--- src/rtl/bus_source_arbiter_pkg.sv ---
// Shared definitions for the bus source arbiter: default sizes, the transfer
// slot state, and the well-known source indices carried on bus_sel.
package bus_source_arbiter_pkg;

    localparam int DATA_WIDTH_DEF = 32;
    localparam int NUM_SRC_DEF    = 24;
    localparam int SEL_W_DEF      = $clog2(NUM_SRC_DEF);

    typedef enum logic {
        EMPTY = 1'b0,
        FULL  = 1'b1
    } bus_state_t;

    // Source indices as decoded by bus_sel consumers
    localparam logic [SEL_W_DEF-1:0] R0              = SEL_W_DEF'(0);
    localparam logic [SEL_W_DEF-1:0] R1              = SEL_W_DEF'(1);
    localparam logic [SEL_W_DEF-1:0] R2              = SEL_W_DEF'(2);
    localparam logic [SEL_W_DEF-1:0] R3              = SEL_W_DEF'(3);
    localparam logic [SEL_W_DEF-1:0] R4              = SEL_W_DEF'(4);
    localparam logic [SEL_W_DEF-1:0] R5              = SEL_W_DEF'(5);
    localparam logic [SEL_W_DEF-1:0] R6              = SEL_W_DEF'(6);
    localparam logic [SEL_W_DEF-1:0] R7              = SEL_W_DEF'(7);
    localparam logic [SEL_W_DEF-1:0] R8              = SEL_W_DEF'(8);
    localparam logic [SEL_W_DEF-1:0] R9              = SEL_W_DEF'(9);
    localparam logic [SEL_W_DEF-1:0] R10             = SEL_W_DEF'(10);
    localparam logic [SEL_W_DEF-1:0] R11             = SEL_W_DEF'(11);
    localparam logic [SEL_W_DEF-1:0] R12             = SEL_W_DEF'(12);
    localparam logic [SEL_W_DEF-1:0] R13             = SEL_W_DEF'(13);
    localparam logic [SEL_W_DEF-1:0] R14             = SEL_W_DEF'(14);
    localparam logic [SEL_W_DEF-1:0] R15             = SEL_W_DEF'(15);
    localparam logic [SEL_W_DEF-1:0] HI              = SEL_W_DEF'(16);
    localparam logic [SEL_W_DEF-1:0] LO              = SEL_W_DEF'(17);
    localparam logic [SEL_W_DEF-1:0] Zhigh           = SEL_W_DEF'(18);
    localparam logic [SEL_W_DEF-1:0] Zlow            = SEL_W_DEF'(19);
    localparam logic [SEL_W_DEF-1:0] PC              = SEL_W_DEF'(20);
    localparam logic [SEL_W_DEF-1:0] MDR             = SEL_W_DEF'(21);
    localparam logic [SEL_W_DEF-1:0] InPort          = SEL_W_DEF'(22);
    localparam logic [SEL_W_DEF-1:0] C_sign_extended = SEL_W_DEF'(23);

endpackage

--- src/rtl/bus_source_arbiter_rr_priority_pick.sv ---
// Combinational round-robin pick: first set request at or after ptr, wrapping.
// Rotates a doubled request vector down by ptr, then priority-encodes the lowest bit.
module rr_priority_pick #(
    parameter int NUM_SRC = 24,
    parameter int SEL_W   = $clog2(NUM_SRC)
) (
    input  logic [NUM_SRC-1:0] req,
    input  logic [SEL_W-1:0]   ptr,
    output logic [SEL_W-1:0]   winner,
    output logic               found
);

    logic [2*NUM_SRC-1:0] doubled;
    logic [NUM_SRC-1:0]   rotated;
    logic [SEL_W-1:0]     offset;
    logic [SEL_W:0]       sum;

    assign doubled = {req, req};
    assign rotated = doubled[ptr +: NUM_SRC];

    always_comb begin
        offset = '0;
        found  = |rotated;
        // Descending scan so the lowest set bit wins
        for (int i = NUM_SRC - 1; i >= 0; i--) begin
            if (rotated[i]) begin
                offset = SEL_W'(i);
            end
        end
        sum = {1'b0, ptr} + {1'b0, offset};
        if (sum >= (SEL_W + 1)'(NUM_SRC)) begin
            sum = sum - (SEL_W + 1)'(NUM_SRC);
        end
        winner = sum[SEL_W-1:0];
    end

endmodule

--- src/rtl/bus_source_arbiter.sv ---
// Round-robin bus source arbiter: captures one requesting source's word per
// transfer onto BusMuxOut with a valid/ready handshake and a one-cycle grant.
module bus_source_arbiter
    import bus_source_arbiter_pkg::*;
#(
    parameter int DATA_WIDTH = DATA_WIDTH_DEF,
    parameter int NUM_SRC    = NUM_SRC_DEF,
    parameter int SEL_W      = $clog2(NUM_SRC)
) (
    input  logic                          clock,
    input  logic                          clear_n,
    input  logic [NUM_SRC-1:0]            src_req,
    input  logic [NUM_SRC*DATA_WIDTH-1:0] src_data,
    output logic [NUM_SRC-1:0]            src_grant,
    output logic [DATA_WIDTH-1:0]         BusMuxOut,
    output logic                          bus_valid,
    input  logic                          bus_ready,
    output logic [SEL_W-1:0]              bus_sel
);

    bus_state_t            state_reg, state_next;
    logic [DATA_WIDTH-1:0] data_reg, data_next;
    logic [SEL_W-1:0]      sel_reg, sel_next;
    logic [NUM_SRC-1:0]    grant_reg, grant_next;
    logic [SEL_W-1:0]      rr_ptr_reg, rr_ptr_next;

    logic [DATA_WIDTH-1:0] src_words [NUM_SRC];
    logic [SEL_W-1:0]      winner;
    logic                  found;
    logic                  slot_free;

    generate
        for (genvar gi = 0; gi < NUM_SRC; gi++) begin : g_unpack
            assign src_words[gi] = src_data[gi*DATA_WIDTH +: DATA_WIDTH];
        end
    endgenerate

    rr_priority_pick #(
        .NUM_SRC (NUM_SRC),
        .SEL_W   (SEL_W)
    ) u_pick (
        .req    (src_req),
        .ptr    (rr_ptr_reg),
        .winner (winner),
        .found  (found)
    );

    assign slot_free = (state_reg == EMPTY) || bus_ready;

    always_ff @(posedge clock or negedge clear_n) begin
        if (!clear_n) begin
            state_reg  <= EMPTY;
            data_reg   <= '0;
            sel_reg    <= '0;
            grant_reg  <= '0;
            rr_ptr_reg <= '0;
        end else begin
            state_reg  <= state_next;
            data_reg   <= data_next;
            sel_reg    <= sel_next;
            grant_reg  <= grant_next;
            rr_ptr_reg <= rr_ptr_next;
        end
    end

    always_comb begin
        state_next  = state_reg;
        data_next   = data_reg;
        sel_next    = sel_reg;
        grant_next  = '0;
        rr_ptr_next = rr_ptr_reg;
        if (slot_free) begin
            if (found) begin
                state_next  = FULL;
                data_next   = src_words[winner];
                sel_next    = winner;
                grant_next  = NUM_SRC'(1) << winner;
                rr_ptr_next = (winner == SEL_W'(NUM_SRC - 1)) ? '0 : winner + SEL_W'(1);
            end else begin
                // Word and index stay visible while idle
                state_next = EMPTY;
            end
        end
    end

    assign BusMuxOut = data_reg;
    assign bus_valid = (state_reg == FULL);
    assign bus_sel   = sel_reg;
    assign src_grant = grant_reg;

endmodule

--- config.mk ---
export PLATFORM = sky130hd
export DESIGN_NAME = bus_source_arbiter
export DESIGN_NICKNAME = d
export VERILOG_FILES = /design/src/rtl/bus_source_arbiter_pkg.sv /design/src/rtl/bus_source_arbiter_rr_priority_pick.sv /design/src/rtl/bus_source_arbiter.sv
export SDC_FILE = /design/constraint.sdc
export NUM_CORES = 1
export LEC_CHECK = 0
export ABC_AREA = 0
export BUFFER_PORTS_ARGS = -buffer_cell sky130_fd_sc_hd__buf_2
export CORE_AREA = 2 2 334 336
export CTS_CLUSTER_DIAMETER = 60
export CTS_CLUSTER_SIZE = 28
export DETAILED_ROUTE_END_ITERATION = 10
export DIE_AREA = 0 0 336 338
export PLACE_DENSITY = 0.35
export SYNTH_ARGS = -nofsm -noshare
export SYNTH_HDL_FRONTEND = slang
export SYNTH_SLANG_ARGS = --single-unit
--- constraint.sdc ---
create_clock -name clock -period 7.8 [get_ports clock]
set_input_delay 0.78 -clock clock [delete_from_list [all_inputs] [get_ports clock]]
set_output_delay 0.78 -clock clock [all_outputs]
set_load 0.05 [all_outputs]
Word-level counts from Yosys, hierarchy flattened
Index checks and enable logic that the tools add are counted.
W data, S select, Z words.
{"block": "word_totals", "ff_bits": 67, "input_bits": 795, "word_cells": 50}
{"block": "classes", "n_addsub": 3, "n_lt_le_gt_ge": 2, "eq_ne": 1, "n_shift": 2, "mux": 32, "bitwise_logic": 2, "reduce_logical": 3}
{"op": "$bmux W32 S5", "n": 1}
{"op": "$mux W5", "n": 26}
{"op": "$mux W32", "n": 2}
{"op": "$mux W24", "n": 2}
{"op": "$shiftx A48 B6 Y24", "n": 1}
{"op": "$reduce_or A24 Y1", "n": 1}
{"op": "$shl A1 B5 Y24 const A", "n": 1}
{"op": "$add A5 B5 Y6", "n": 1}
{"op": "$ge A6 B5 Y1 const B", "n": 1}
{"op": "$ge A6 B6 Y1 const B", "n": 1}
{"op": "$not A5 Y6", "n": 1}
{"op": "$add A5 B1 Y5 const B", "n": 1}
{"op": "$eq A5 B5 Y1 const B", "n": 1}
{"op": "$sub A5 B5 Y5 const B", "n": 1}
{"op": "$reduce_and A2 Y1", "n": 1}
{"op": "$logic_or A1 B1 Y1", "n": 1}
{"op": "$mux W1", "n": 1}
{"op": "$not A1 Y1", "n": 1}

Longest topological paths before layout
{"block": "logic_depth", "depth_word": 32, "mapped_depth": 25, "depth_no_buf": 19}

Cells and area by module
Synthesis repeated with hierarchy kept, for this count alone.
{"block": "hier_totals", "cells_unflattened": 776, "hier_area_um2": 10082.2}
{"mod": "bus_source_arbiter", "instances": 1, "cells_each": 540, "area_each_um2": 7836.3, "seq_area_each_um2": 1676.6}
{"mod": "rr_priority_pick", "instances": 1, "cells_each": 236, "area_each_um2": 2245.9, "seq_area_each_um2": 0.0}

Worst setup path before layout
No wires, ideal clock.
{"block": "synth_path", "path_type": "register to register", "from": "register rr_ptr_reg[3]", "to": "register rr_ptr_reg[2]", "setup_time_ns": 0.083, "arrival_ns": 5.836, "required_time_ns": 7.717, "slack_ns": 1.882, "path_stages_with_launch": 21, "path_buffers": 5, "period_less_slack_ns": 5.918, "cell_sequence": "dfrtp_1 buf_2 clkbuf_1 mux4_2 mux2_2 mux4_2 a311oi_1 a221oi_1 a221o_1 nor2_1 ha_1 inv_1 fa_1 buf_1 clkbuf_1 clkbuf_1 inv_1 ha_1 ha_1 a311o_1 o22ai_1"}
{"block": "synth_between", "elab_chain_len": 30, "elab_cells_between_ends": 34}
{"element": "start: declaration", "line": "bus_source_arbiter.sv:25", "rtl": "logic [SEL_W-1:0] rr_ptr_reg, rr_ptr_next;"}
{"element": "start signal: assignment", "line": "bus_source_arbiter.sv:62", "rtl": "rr_ptr_reg <= rr_ptr_next;"}
{"element": "$shiftx A48 B6 Y24", "line": "bus_source_arbiter_rr_priority_pick.sv:19", "rtl": "assign rotated = doubled[ptr +: NUM_SRC];"}
{"element": "$mux W5 (24 in a row)", "line": "bus_source_arbiter_rr_priority_pick.sv:26", "rtl": "if (rotated[i]) begin"}
{"element": "$add A5 B5 Y6 *", "line": "bus_source_arbiter_rr_priority_pick.sv:30", "rtl": "sum = {1'b0, ptr} + {1'b0, offset};"}
{"element": "$sub A5 B5 Y5 / $ge A6 B5 Y1 (equally long branches)", "line": "bus_source_arbiter_rr_priority_pick.sv:32, bus_source_arbiter_rr_priority_pick.sv:31"}
{"element": "$mux W5 *", "line": "bus_source_arbiter_rr_priority_pick.sv:31", "rtl": "if (sum >= (SEL_W + 1)'(NUM_SRC)) begin"}
{"element": "net u_pick.sum[1]", "line": "bus_source_arbiter_rr_priority_pick.sv:16", "rtl": "logic [SEL_W:0] sum;"}
{"element": "$add A5 B1 Y5 / $eq A5 B5 Y1 (equally long branches)", "line": "bus_source_arbiter.sv:78", "rtl": "rr_ptr_next = (winner == SEL_W'(NUM_SRC - 1)) ? '0 : winner + SEL_W'(1);"}
{"element": "$mux W5 *", "line": "bus_source_arbiter.sv:78"}
Mark *: on every way through the listed nets, which the timed path passes. The rest lies on a longest branch.
A chain may end at the register's enable or synchronous reset.

Final worst setup path
{"block": "layout_path", "from": "register rr_ptr_reg[0]", "to": "register data_reg[8] (netlist: BusMuxOut[8])"}
{"block": "layout_between", "elab_chain_len": 32, "elab_cells_between_ends": 35}
{"element": "$shiftx A48 B6 Y24", "line": "bus_source_arbiter_rr_priority_pick.sv:19"}
{"element": "$mux W5 (24 in a row)", "line": "bus_source_arbiter_rr_priority_pick.sv:26"}
{"element": "$add A5 B5 Y6", "line": "bus_source_arbiter_rr_priority_pick.sv:30"}
{"element": "$sub A5 B5 Y5 / $ge A6 B5 Y1 (equally long branches)", "line": "bus_source_arbiter_rr_priority_pick.sv:32, bus_source_arbiter_rr_priority_pick.sv:31"}
{"element": "$mux W5", "line": "bus_source_arbiter_rr_priority_pick.sv:31"}
{"element": "$not A5 Y6 (implied by the code)", "line": "bus_source_arbiter.sv:75", "rtl": "data_next = src_words[winner];"}
{"element": "$bmux W32 S5", "line": "bus_source_arbiter.sv:75"}
{"element": "$mux W32 (implied by the code) (2 in a row)", "line": "bus_source_arbiter.sv:75"}
{"element": "end signal: assignment", "line": "bus_source_arbiter.sv:59", "rtl": "data_reg <= data_next;"}
{"element": "end: declaration", "line": "bus_source_arbiter.sv:22", "rtl": "logic [DATA_WIDTH-1:0] data_reg, data_next;"}
Parallel ways exist; a longest one is shown, timed or not. The select of a mux whose other input is x is not followed.

==> impl_metrics.json <==
{
  "setup_viol": 0,
  "synth_top_area_share_pct": 51.1,
  "num-nets-final": 2583,
  "syn_avg_cell_area_um2": 12.0,
  "yosys-top-cells-area": "mux4_2 (51%), dfrtp_1 (14%), mux2i_1 (6.6%), nand2_1 (4.3%), a22oi_1 (2.1%)",
  "antenna_found_initial": 87,
  "die-area_mm2": 0.114,
  "slew_headroom_pct": 29.2,
  "rsz0062_at_grt": "false",
  "grt_max_degree": 57,
  "grt-ovfl-total": 0,
  "crit_path_end_kind": "flop",
  "drtIter0Drc": 1120,
  "crit_fanout": 35,
  "fp.coreArea_mm2": 0.110,
  "synthCells": 974,
  "drive_gt1_share_pct": 68.4,
  "hold_violations": 0,
  "initial_core_util_pct": 10.6,
  "wl_um": 97000,
  "fin_area_mm2": 0.0183,
  "htree_levels": 3,
  "via_per_inst": 4.09,
  "gr-usage-all-layers_pct": 16.4,
  "portBuffers": 856,
  "start_kind": "flop",
  "clkLatencyLatePin_ps": 390,
  "dr_total_vias": 13526,
  "synth_ff_type": "dfrtp_1",
  "area_growth_pct": 56.4,
  "cts_root_buffer": "clkbuf_16",
  "worst-slew-pin-transition_ps": 1060,
  "gp_congestion": 0.982,
  "yosysUniqueCellTypes": 69,
  "cts_tree": "done",
  "maxCapViolations": 0,
  "syn-cell-area_mm2": 0.0117,
  "ys_ff_latch": 67,
  "synth_fp_nets": 1781,
  "ys_warn_count": 0,
  "ctsLongestPathBuffers": 2,
  "placementRows": 122,
  "die_w_um": 336,
  "grt_pass1_wl_um": 125000,
  "critPathRequiredTime_ps": 8020,
  "synthArstFlopShare_pct": 100,
  "io_pins": 857,
  "grt_pass1_vias": 13716,
  "dr.pass1.iters": 5,
  "arrival_ps": 6970,
  "finalSetupTns_ps": 0,
  "cts_setup_buffers": 0,
  "routedWlPerCell_um": 29.3,
  "largest_reg_flops": 32,
  "fin_crit_ps": 6750,
  "slew_violations": 0,
  "dp_hpwl_um": 85000,
  "synth_edf_count": 0,
  "yosysSeqAreaShare_pct": 14.4,
  "skew_ps": 15.1,
  "postCtsHoldBufs": 0,
  "ant_nets": 0,
  "holdCritPathClass": "in -> async",
  "cts_resized": 0,
  "path_clk_slew_ps": 80,
  "crit_type": "reg -> reg",
  "status": "completed",
  "yosysTopAreaCell": "mux4_2",
  "fmax_mhz": 148,
  "fin_crit_sh_pct": 86.5,
  "numCtsBuffers": 9,
  "clock_sinks": 67,
  "place_area_mm2": 0.0179,
  "fp.dieH_um": 338,
  "drc": 0
}
-- area by class of cell --
type,count,area [µm²]
Antenna cell,41,103
Clock buffer,10,239
Clock inverter,6,72.6
Fill cell,12488,91800
Inverter,42,160
Multi-Input combinational cell,761,9440
Sequential cell,67,1680
Tap cell,1488,1860
Timing Repair Buffer,895,4720
-- through the flow --
| step | hold WS (ps) | setup slack (ps) | instances | util [%] |
|---|---|---|---|---|
| finish | 299 | 1050 | 3310 | 16.6 |
| global route | 289 | 532 | 3294 | 16.6 |
| CTS | 262 | 969 | 3269 | 16.5 |
| detailed placement | 472 | 991 | 3253 | 16.2 |
| global placement | 471 | 962 | 3253 | 16.2 |
| floorplan | 484 | 1880 | 974 | - |
-- worst paths after layout --
kind,to,slack [ps],from,cells after the start
min in group clock,bus_sel[0],480,bus_sel[0],1
hold reg to reg,bus_sel[0],480,bus_sel[0],1
hold / removal,BusMuxOut[21],300,clear_n,1
max in group asynchronous,rr_ptr_reg[2],6330,clear_n,2
setup reg to reg,BusMuxOut[8],1050,rr_ptr_reg[0],19
setup / recovery,BusMuxOut[8],1050,rr_ptr_reg[0],19
-- cell usage after synthesis, types with 9 or more instances --
master    instances
ha_1             11
dfrtp_1          67
inv_1            41
mux2i_1          77
nor2_1           23
a21oi_1          25
mux4_2          265
nand2_1         134
nor3_1           11
buf_1            23
clkbuf_1         61
o22ai_1           9
nor4_1           18
mux2_2           21
buf_2            11
nand3_1          11
o21ai_0          11
a22oi_1          33
-- layout by cell type, fill, tap and decap left out, drive strengths merged, types with 3 or more instances in the layout --
cell,instances
a211o,3
a21o,4
a21oi,25
a221o,3
a221oi,4
a22oi,33
a31oi,7
and3,4
buf,895
clkbuf,10
clkinv,4
dfrtp,67
diode,41
ha,11
inv,42
mux2,28
mux2i,77
mux4,266
nand2,134
nand2b,8
nand3,11
nor2,23
nor2b,8
nor3,11
nor4,18
o211ai,5
o21ai,12
o22ai,9
o2bb2ai,5
o31ai,4
or2,3
or3,4
-- routing by layer --
metal / vias to the layer above / wire length [µm] / GRT usage, % / share of wire (%)
met5: - / 259 / 2.47 / 0.27
met4: 40 / 1940 / 3.88 / 2.0
met3: 112 / 11000 / 8.06 / 11
met2: 765 / 44900 / 25.5 / 46
met1: 6905 / 39000 / 20.2 / 40
li1: 5704 / - / - / -
-- worst max-delay path, cell delays in order, from the launching register on --
cell and delay [ps]:
dfrtp_2 1020, buf_4 320, mux4_2 340, mux2_2 310, mux4_2 490, a311oi_1 290, a221oi_1 180, a221o_1 320
nor2_1 190, ha_4 180, inv_1 60, fa_4 510, inv_1 80, a21o_1 100, a21oi_1 70, xnor2_1 320
mux2_4 810, mux4_2 590, a22oi_1 160, mux2i_1 100
-- logic make-up (layout without fill, tap and decap cells) --
kind of cell    count (synthesis)  count (layout)  share of synthesized area (%)
fa+ha+maj                      12              12                           1.35
xor+xnor                        4               4                          0.300
buf+inv                       146             953                           5.36
compound gates                137             137                           8.55
flops                          67              67                           14.4
simple gates                  237             237                           9.42
other cells                     0              41                              0
mux                           371             371                           60.7
Power is left out: the tool's default activity adds up to more than one toggle a clock period on the data nets, which glitch-free logic cannot reach.
